==> src/rtl/alu_core_pipe.sv <==
// Two-stage pipelined ALU with a valid/ready handshake on both sides.
// Ports: i_clk, i_reset (sync, active-high), i_valid/o_ready (request in),
//        i_ALUcontrol, i_A, i_B (operation), o_valid/i_ready (result out),
//        o_result, o_zero, o_overflow, o_illegal (result and flags).
module alu_core_pipe #(
    parameter int WIDTH = 32
) (
    input  logic             i_clk,
    input  logic             i_reset,
    input  logic             i_valid,
    output logic             o_ready,
    input  logic [3:0]       i_ALUcontrol,
    input  logic [WIDTH-1:0] i_A,
    input  logic [WIDTH-1:0] i_B,
    output logic             o_valid,
    input  logic             i_ready,
    output logic [WIDTH-1:0] o_result,
    output logic             o_zero,
    output logic             o_overflow,
    output logic             o_illegal
);

    localparam logic [3:0] OP_AND = 4'b0000;
    localparam logic [3:0] OP_OR  = 4'b0001;
    localparam logic [3:0] OP_ADD = 4'b0010;
    localparam logic [3:0] OP_SUB = 4'b0110;
    localparam logic [3:0] OP_SLT = 4'b0111;
    localparam logic [3:0] OP_NOR = 4'b1100;

    logic             s1_valid;
    logic [3:0]       s1_op;
    logic [WIDTH-1:0] s1_a;
    logic [WIDTH-1:0] s1_b;

    logic             advance;
    logic [WIDTH-1:0] sum;
    logic [WIDTH-1:0] diff;
    logic             add_ovf;
    logic             sub_ovf;
    logic             slt;
    logic [WIDTH-1:0] res_c;
    logic             ovf_c;
    logic             ill_c;

    // OUT may take a new value when empty or being drained this cycle;
    // S1 may take a new request when empty or when it moves into OUT.
    assign advance = !o_valid || i_ready;
    assign o_ready = !s1_valid || advance;

    assign sum  = s1_a + s1_b;
    assign diff = s1_a - s1_b;

    // Signed overflow: result sign disagrees with what the operand signs imply.
    assign add_ovf = (s1_a[WIDTH-1] == s1_b[WIDTH-1])
                  && (sum[WIDTH-1] != s1_a[WIDTH-1]);
    assign sub_ovf = (s1_a[WIDTH-1] != s1_b[WIDTH-1])
                  && (diff[WIDTH-1] != s1_a[WIDTH-1]);

    // Sign of A-B corrected by overflow gives a true signed less-than.
    assign slt = diff[WIDTH-1] ^ sub_ovf;

    always_comb begin
        res_c = '0;
        ovf_c = 1'b0;
        ill_c = 1'b0;
        case (s1_op)
            OP_AND: res_c = s1_a & s1_b;
            OP_OR:  res_c = s1_a | s1_b;
            OP_ADD: begin
                res_c = sum;
                ovf_c = add_ovf;
            end
            OP_SUB: begin
                res_c = diff;
                ovf_c = sub_ovf;
            end
            OP_SLT: res_c = {{(WIDTH-1){1'b0}}, slt};
            OP_NOR: res_c = ~(s1_a | s1_b);
            default: ill_c = 1'b1;
        endcase
    end

    always_ff @(posedge i_clk) begin
        if (i_reset) begin
            s1_valid   <= 1'b0;
            s1_op      <= '0;
            s1_a       <= '0;
            s1_b       <= '0;
            o_valid    <= 1'b0;
            o_result   <= '0;
            o_overflow <= 1'b0;
            o_illegal  <= 1'b0;
        end else begin
            if (o_ready) begin
                s1_valid <= i_valid;
                if (i_valid) begin
                    s1_op <= i_ALUcontrol;
                    s1_a  <= i_A;
                    s1_b  <= i_B;
                end
            end
            if (advance) begin
                o_valid <= s1_valid;
                // Only real transactions overwrite the result registers.
                if (s1_valid) begin
                    o_result   <= res_c;
                    o_overflow <= ovf_c;
                    o_illegal  <= ill_c;
                end
            end
        end
    end

    assign o_zero = (o_result == '0);

endmodule

==> config.mk <==
export PLATFORM = sky130hd
export DESIGN_NAME = alu_core_pipe
export DESIGN_NICKNAME = d
export VERILOG_FILES = /design/src/rtl/alu_core_pipe.sv
export SDC_FILE = /design/constraint.sdc
export NUM_CORES = 1
export LEC_CHECK = 0
export CAP_MARGIN = 20
export CORE_MARGIN = 1
export CORE_UTILIZATION = 35
export DETAILED_ROUTE_END_ITERATION = 16
export REMOVE_ABC_BUFFERS = 1
export SYNTH_ARGS = -nofsm -noshare
export SYNTH_HDL_FRONTEND = slang
export SYNTH_SLANG_ARGS = --single-unit
==> constraint.sdc <==
create_clock -name i_clk -period 4 [get_ports i_clk]
set_input_delay 0.4 -clock i_clk [delete_from_list [all_inputs] [get_ports i_clk]]
set_output_delay 0.4 -clock i_clk [all_outputs]
set_load 0.005 [all_outputs]
### After elaboration in Yosys (flattened, before gate mapping)

Cells that the tools add are included.

* memory bits (read-only): 0
* input bits: 72
* output and inout bits: 37
* flip-flop bits (word level): 104
* latch bits: 0
* logic and storage cells: 37
* memories kept: 0
* memory bits (writable): 0

* add/subtract/negate cells: 2
* shifts and indexed selects: 0
* reductions and logical operators: 11
* divide/modulo/power cells: 0
* bitwise gates (word level): 4
* order comparisons: 0
* eq/ne operators: 9
* multiplexer cells: 3
* multipliers: 0

Operators by type and width (number)
* 32-bit case mux with 6 select lines: 1
* 32-bit adder: 1
* 32-bit bitwise AND: 1
* 32-bit zero test: 1
* 32-bit NOT: 1
* 32-bit OR: 1
* 32-bit subtractor: 1
* 4-bit by 3-bit equality test with 1-bit output, second input constant: 2
* 6-bit OR reduction: 1
* 4-bit by 1-bit equality test with 1-bit output, second input constant: 1
* 4-bit by 2-bit equality test with 1-bit output, second input constant: 1
* 4-bit equality test, second input constant: 1
* 4-bit zero test: 1
* 2-bit AND reduction: 2
* 1-bit inequality test: 3
* 1-bit logical AND: 2
* 1-bit zero test: 2
* 1-bit logical OR: 2
* 1-bit case mux with 2 select lines: 1
* 1-bit equality test: 1
* 1-bit 2-to-1 mux: 1
* 1-bit bitwise XOR: 1

### Longest topological paths before layout

Gate-level depths: netlist of run 1.

* depth in word-level cells: 5
* gate-level depth with buffers: 18
* mapped depth without buffers: 17

### Worst setup path after synthesis of run 1

Ideal clock, no wire load.

* path kind: register to register
* from: reg s1_b[1]
* to: reg o_overflow
* clock period less this slack: 3.788 ns
* arrival: 3.713 ns
* slack: 0.212 ns
* setup time: 0.075 ns
* path buffers: 0
* stages on the path, launching flop included: 18
* required time: 3.925 ns
* cell sequence: dfxtp_1 -> inv_1 -> ha_1 -> nor2_1 -> o311ai_0 -> a211oi_1 -> o21ai_1 -> a211oi_1 -> or3_1 -> o31ai_1 -> a21oi_1 -> o21a_1 -> nor3_1 -> fa_1 -> xnor2_1 -> nand3_1 -> o31a_1 -> o21ai_0

* longest elaborated chain between the ends: 4
* elaborated cells between the ends (all ways): 7
* classes of those cells: 2 x add/sub; 2 x eq/ne; 1 x mux; 2 x reduce/logical

RTL lines
* start, declared: RTL line 33 `logic [WIDTH-1:0] s1_b;`
* start signal, assigned: RTL line 99 `s1_b <= i_B;`
* 32-bit subtractor or 32-bit adder (tied branches): RTL line 51, 50
* 1-bit inequality test, on equally long branches: RTL line 57, 55
* 1-bit logical AND, on equally long branches: RTL line 57, 55
* 1-bit case mux with 2 select lines (*): RTL line 66 `case (s1_op)`
* end signal, assigned: RTL line 107 `o_overflow <= ovf_c;`
* end, declared: RTL line 19 `output logic o_overflow,`

Every way passes the cells marked *; elsewhere a longest branch is shown, timed or not.
A chain may end at the register's enable or synchronous reset.

### Worst setup path in the final report of run 1

* from: reg s1_a[1]
* to: reg o_overflow

* longest elaborated chain between the ends: 4
* elaborated cells between the ends (all ways): 7
* classes of those cells: 2 x add/sub; 2 x eq/ne; 1 x mux; 2 x reduce/logical

RTL lines
* start, declared: RTL line 32 `logic [WIDTH-1:0] s1_a;`
* start signal, assigned: RTL line 98 `s1_a <= i_A;`
* 32-bit subtractor or 32-bit adder (tied branches): RTL line 51, 50
* 1-bit inequality test, on equally long branches: RTL line 57, 55
* 1-bit logical AND, on equally long branches: RTL line 57, 55
* 1-bit case mux with 2 select lines (*): RTL line 66

Marked as above.

==> results of run 1 <==
layer usage:
layer,routed length [microns],share of wire
met1,12000,0.48
met2,11000,0.44
met3,1310,0.053
met4,430,0.017
met5,0,0
worst paths after layout:
check        slack, ps        from  depth (start not counted)          to
min reg2reg        470  o_overflow                          2  o_overflow
min                470  o_overflow                          2  o_overflow
max reg2reg        210     s1_a[1]                         18  o_overflow
max                210     s1_a[1]                         18  o_overflow
state kept, by name, indices dropped and copies added (netlist names):
signal      count
s1_b           32
o_valid         1
o_overflow      1
o_illegal       1
o_result       32
s1_a           32
s1_op           4
s1_valid        1
logic make-up after synthesis:
group / after synthesis / synth area share
compound gates: 342 / 0.264
fa+ha+maj: 105 / 0.164
simple gates: 385 / 0.203
buf+inv: 166 / 0.0770
xor+xnor: 31 / 0.0333
flops: 104 / 0.255
mux: 3 / 0.00368
critical path, cell delays in order (launching register included):
cell and delay [ps]:
dfxtp_1 340, inv_1 90, ha_4 270, nor2_1 50, o311ai_1 290, buf_4 170
a211oi_2 80, o21ai_2 190, a211oi_2 100, or3_4 410, o31ai_4 250, a21oi_1 100
o21a_1 180, nor3_2 210, fa_1 470, xnor2_1 170, nand3_1 90, o31a_1 140
o21ai_1 110
power by group:
group          switching, mW  internal [mW]  total [mW]
logic                  0.477          0.367       0.843
clock network          0.434          0.613        1.05
registers             0.0550           1.08        1.14
repair_timing:
action                                  in CTS  in global routing
hold buffers                                 0                  0
gates resized for setup                      2                 11
pin swaps                                    1                  7
endpoints found under the setup margin       2                  2
layout make-up:
class	count	area [sq um]
repair buffers	148	1380
multi-input cells	866	5520
fillers	2410	12700
clock buffers	9	225
flip-flops and latches	104	2080
inverters	95	357
well taps	313	392
clock inverters	7	120
synthesized netlist by cell type (3+ instances only):
cell type / count
nor2_1: 103
o21ai_1: 4
o211ai_1: 6
ha_1: 102
clkbuf_1: 65
nand2_1: 184
o31ai_1: 9
nand3b_1: 3
o21bai_1: 12
xor2_1: 4
a211oi_1: 7
nor2b_1: 10
mux2i_1: 3
a21oi_1: 144
nor3_1: 27
xnor2_1: 27
or3_1: 4
a221oi_1: 7
fa_1: 3
nand2b_1: 9
a22oi_1: 25
nand3_1: 13
dfxtp_1: 104
nor4_1: 14
o21ai_0: 58
a211o_1: 3
inv_1: 95
nand4_1: 10
buf_2: 4
a31oi_1: 6
a311oi_1: 3
o21a_1: 5
a21o_1: 7
a221o_1: 24
==> results_dict.tcl, run 1 <==
set metrics [dict create \
    hold_ws_ps 474 \
    slew_headroom 0.519 \
    use_met3 0.0252 \
    endpoint_kind "register" \
    synth-edff-count 0 \
    rsz0062_at_grt "false" \
    period_share 0.946 \
    die_y_microns 155 \
    area_growth_pct 23.5 \
    die_w_microns 155 \
    fin_worst_skew_ps 9.69 \
    max-cap-violations 0 \
    drive_gt1_frac 0.0610 \
    yosys_warnings 0 \
    synth_cell_types 59 \
    grt_use_total 0.211 \
    gp_congestion 0.921 \
    setup_slack_ps 214 \
    clock-sinks 104 \
    final_common_cell "nand2_1" \
    grt_max_degree 50 \
    cts_root_buf "clkbuf_16" \
    fin_nets 1401 \
    period_needed_ps 3790 \
    hp-class "reg2reg" \
    stdcell_count 1542 \
    dieArea_sq_um 23900 \
    pre_cts_ws_ps -2.54 \
    p_leak_nw 3.98 \
    outcome "completed" \
    synthesis.area_sq_um 8160 \
    post_cts_buffers 0 \
    yosysSeqAreaShare 0.255 \
    num_rows 55 \
    maxSlewViolCount 0 \
    start_util 0.358 \
    hpwl_mm 18.5 \
    grt_pass1_wl_mm 40.3 \
    powerDensity_nw_per_um2 301 \
    grt_overflow 0 \
    htree_levels 3 \
    use_met1 0.289 \
    coreArea_sq_um 22800 \
    vias 8087 \
    syn_inst 1136 \
    ys_ff_latch 104 \
    final_cell_mix "183 x nand2_1, 144 x a21oi_1, 107 x clkdlybuf4s50_1" \
    antenna_found_initial 0 \
    grt_pass1_vias 7634 \
    synth_top_area_frac 0.255 \
    layout.core_utilization 0.442 \
    total_power_mw 3.03 \
    async_flop_share 0 \
    clock_latency_ps 370 \
    cts_tree "built" \
    port_buffers 108 \
    vias_per_cell 5.24 \
    placed_cells 1526 \
    clk_pin_slew_ps 70 \
    cp_data_required_time_ps 4300 \
    design_area_sq_um 10100 \
    yosysTopAreaCell "dfxtp_1" \
    setup_tns_ps 0 \
    ios 109 \
    hold_viol 0 \
    wirelength_mm 24.7 \
    crit_type "reg2reg" \
    start_kind "register" \
    drc 0 \
    finalSetupViolations 0 \
    avgSynthCellArea_sq_um 7.18 \
    cts_buffers 9 \
    synth_area_leaders "dfxtp_1 26%, ha_1 16%, a21oi_1 8.8%" \
    busiest_layer "met2" \
    synth_ff_type "dfxtp_1" \
    worstPathMaxFanout 2 \
    peakVddDrop_v 0.000142 \
    wl_per_cell_microns 16.0 \
    dpl_cell_area_sq_um 9670 \
    first_pass_iters 5 \
    critPathArrivalTime_ps 4090 \
    ant_nets 0 \
    worst_pin_slew_ps 721 \
    clockBufferDepth 2 \
    diodes 0 \
    first_iter_violations 732 \
    fmax_mhz 264 \
    gr-usage-met2 0.344 \
]
Note: power is estimated with default switching activity, not from simulation.
==> run 2, diff against run 1 <==
--- a/config.mk
+++ b/config.mk
@@ -9,6 +9,7 @@
 export CORE_MARGIN = 1
 export CORE_UTILIZATION = 35
 export DETAILED_ROUTE_END_ITERATION = 16
+export GPL_TIMING_DRIVEN = 0
 export REMOVE_ABC_BUFFERS = 1
 export SYNTH_ARGS = -nofsm -noshare
 export SYNTH_HDL_FRONTEND = slang
==> run 2 against run 1 <==
- critical path depth is 1 lower
- clock power hardly changed
- via count is 1.8% lower
- final cell count is 1.2% lower
- register-to-register slack hardly changed
- clock-buffer cell count is 1 higher
- sequential power hardly changed
- cell area is 1.0% higher
- sequential share of layout area is 0.076 points lower
- total power is 1.1% higher
- first-iteration DRC count is 32% lower
- critical path type unchanged
- largest power group unchanged
==> results_dict.tcl, run 2 (synthesis gave the netlist of run 1 again) <==
set metrics [dict create \
    outcome "completed" \
    setup_slack_ps 229 \
    start_util 0.358 \
    setup_tns_ps 0 \
    htree_levels 3 \
    diodes 0 \
    port_buffers 108 \
    pre_cts_ws_ps -642 \
    clock-sinks 104 \
    hold_viol 0 \
    endpoint_kind "register" \
    finalSetupViolations 0 \
    powerDensity_nw_per_um2 301 \
    register_area_sq_um 2100 \
    stdcell_count 1523 \
    fin_nets 1382 \
    area_growth_pct 24.8 \
    placed_cells 1499 \
    final_cell_mix "183 x nand2_1, 141 x a21oi_1, 107 x clkdlybuf4s50_1" \
    clock_latency_ps 360 \
    ant_nets 0 \
    wirelength_mm 24.1 \
    critPathArrivalTime_ps 4000 \
    cts_tree "built" \
    fillers 2351 \
    drive_gt1_frac 0.0686 \
    fmax_mhz 265 \
    cts_root_buf "clkbuf_16" \
    num_rows 55 \
    first_pass_iters 5 \
    cp_data_required_time_ps 4230 \
    clk_pin_slew_ps 80 \
    start_kind "register" \
    holdPathStages 2 \
    wl_per_cell_microns 15.8 \
    hp-class "reg2reg" \
    slew_headroom 0.249 \
    fin_worst_skew_ps 6.11 \
    die_w_microns 155 \
    r2r_cells 17 \
    period_needed_ps 3770 \
    maxSlewViolCount 0 \
    peakVddDrop_v 0.000182 \
    vias 7944 \
    drc 0 \
    max-cap-violations 0 \
    ios 109 \
    worst_pin_slew_ps 1120 \
    first_iter_violations 500 \
    largest_registers "o_result x32, s1_a x32, s1_b x32" \
    hpwl_mm 17.8 \
    antenna_found_initial 0 \
    clockBufferDepth 2 \
    cts_buffers 9 \
    grt_pass1_wl_mm 38.9 \
    period_share 0.943 \
    vias_per_cell 5.22 \
    grt_use_total 0.201 \
    final_common_cell "nand2_1" \
    gp_congestion 0.859 \
    grt_max_degree 86 \
    grt_overflow 0 \
    worstPathMaxFanout 4 \
    hold_ws_ps 461 \
    p_leak_nw 3.94 \
    coreArea_sq_um 22800 \
    grt_pass1_vias 7437 \
    dieArea_sq_um 23900 \
    multi_input_area_sq_um 5670 \
    postCtsHoldBufs 0 \
    crit_type "reg2reg" \
    die_y_microns 155 \
]
run 2: changes by cell type in the layout (fill, tap and decap cells not counted), moves of 5 or more:
cell / change
buf_4: -27
ha_1: -12
dfxtp_1: -7
ha_4: +7
dfxtp_2: +5
ha_2: +5
run 2: path summary, 6_finish.rpt:
| kind | startpoint | end | slack [ps] |
|---|---|---|---|
| worst min-delay path | o_overflow | o_overflow | 460 |
| worst min register to register | o_overflow | o_overflow | 460 |
| worst max register to register | s1_b[1] | o_overflow | 230 |
| worst max-delay path | s1_b[1] | o_overflow | 230 |
run 2: report_power, final:
group / internal, mW / total, mW / switching [mW]
Combinational: 0.378 / 0.855 / 0.477
Clock: 0.633 / 1.07 / 0.434
Sequential: 1.08 / 1.14 / 0.0562
run 2: area by class of cell:
cell class              count  share of cell area
repair buffers            129               0.128
flip-flops and latches    104               0.206
inverters                  95              0.0355
clock inverters             6              0.0113
well taps                 313              0.0385
multi-input cells         866               0.557
clock buffers              10              0.0235
run 2: worst max-delay path: stages, from the launching register on:
cell and delay, ps:
dfxtp_4 380, inv_4 50, ha_4 260, nor2_2 50
o311ai_4 260, a211oi_2 150, o21ai_2 220, a211oi_2 110
or3_4 440, o31ai_4 290, a21oi_2 90, o21a_1 200
nor3_2 220, fa_1 480, xnor2_1 150, nand3_1 90
o31a_1 140, o21ai_1 50
run 2: what timing repair did:
| item | 4_1_cts | 5_1_grt |
|---|---|---|
| cloned | 0 | 0 |
| resized for setup | 10 | 42 |
| pin swaps | 2 | 14 |
| buffers inserted | 1 | 7 |
| endpoints found under the setup margin | 3 | 3 |
run 2: through the flow:
stage	power, mW	util	instance area [sq um]
final	3.06	0.447	10200
after global routing	3.22	0.447	10200
after CTS	3.04	0.437	9960
after detailed placement	1.95	0.419	9550
after global placement	1.93	0.411	9360
after floorplan	1.65	-	7890
run 2: layer usage:
metal  part of all wire  wire (microns)  GRT usage
met1               0.48           11700      0.278
met2               0.45           10900      0.326
met3              0.048            1160     0.0303
met4              0.014             327     0.0490
met5                  0               0          0
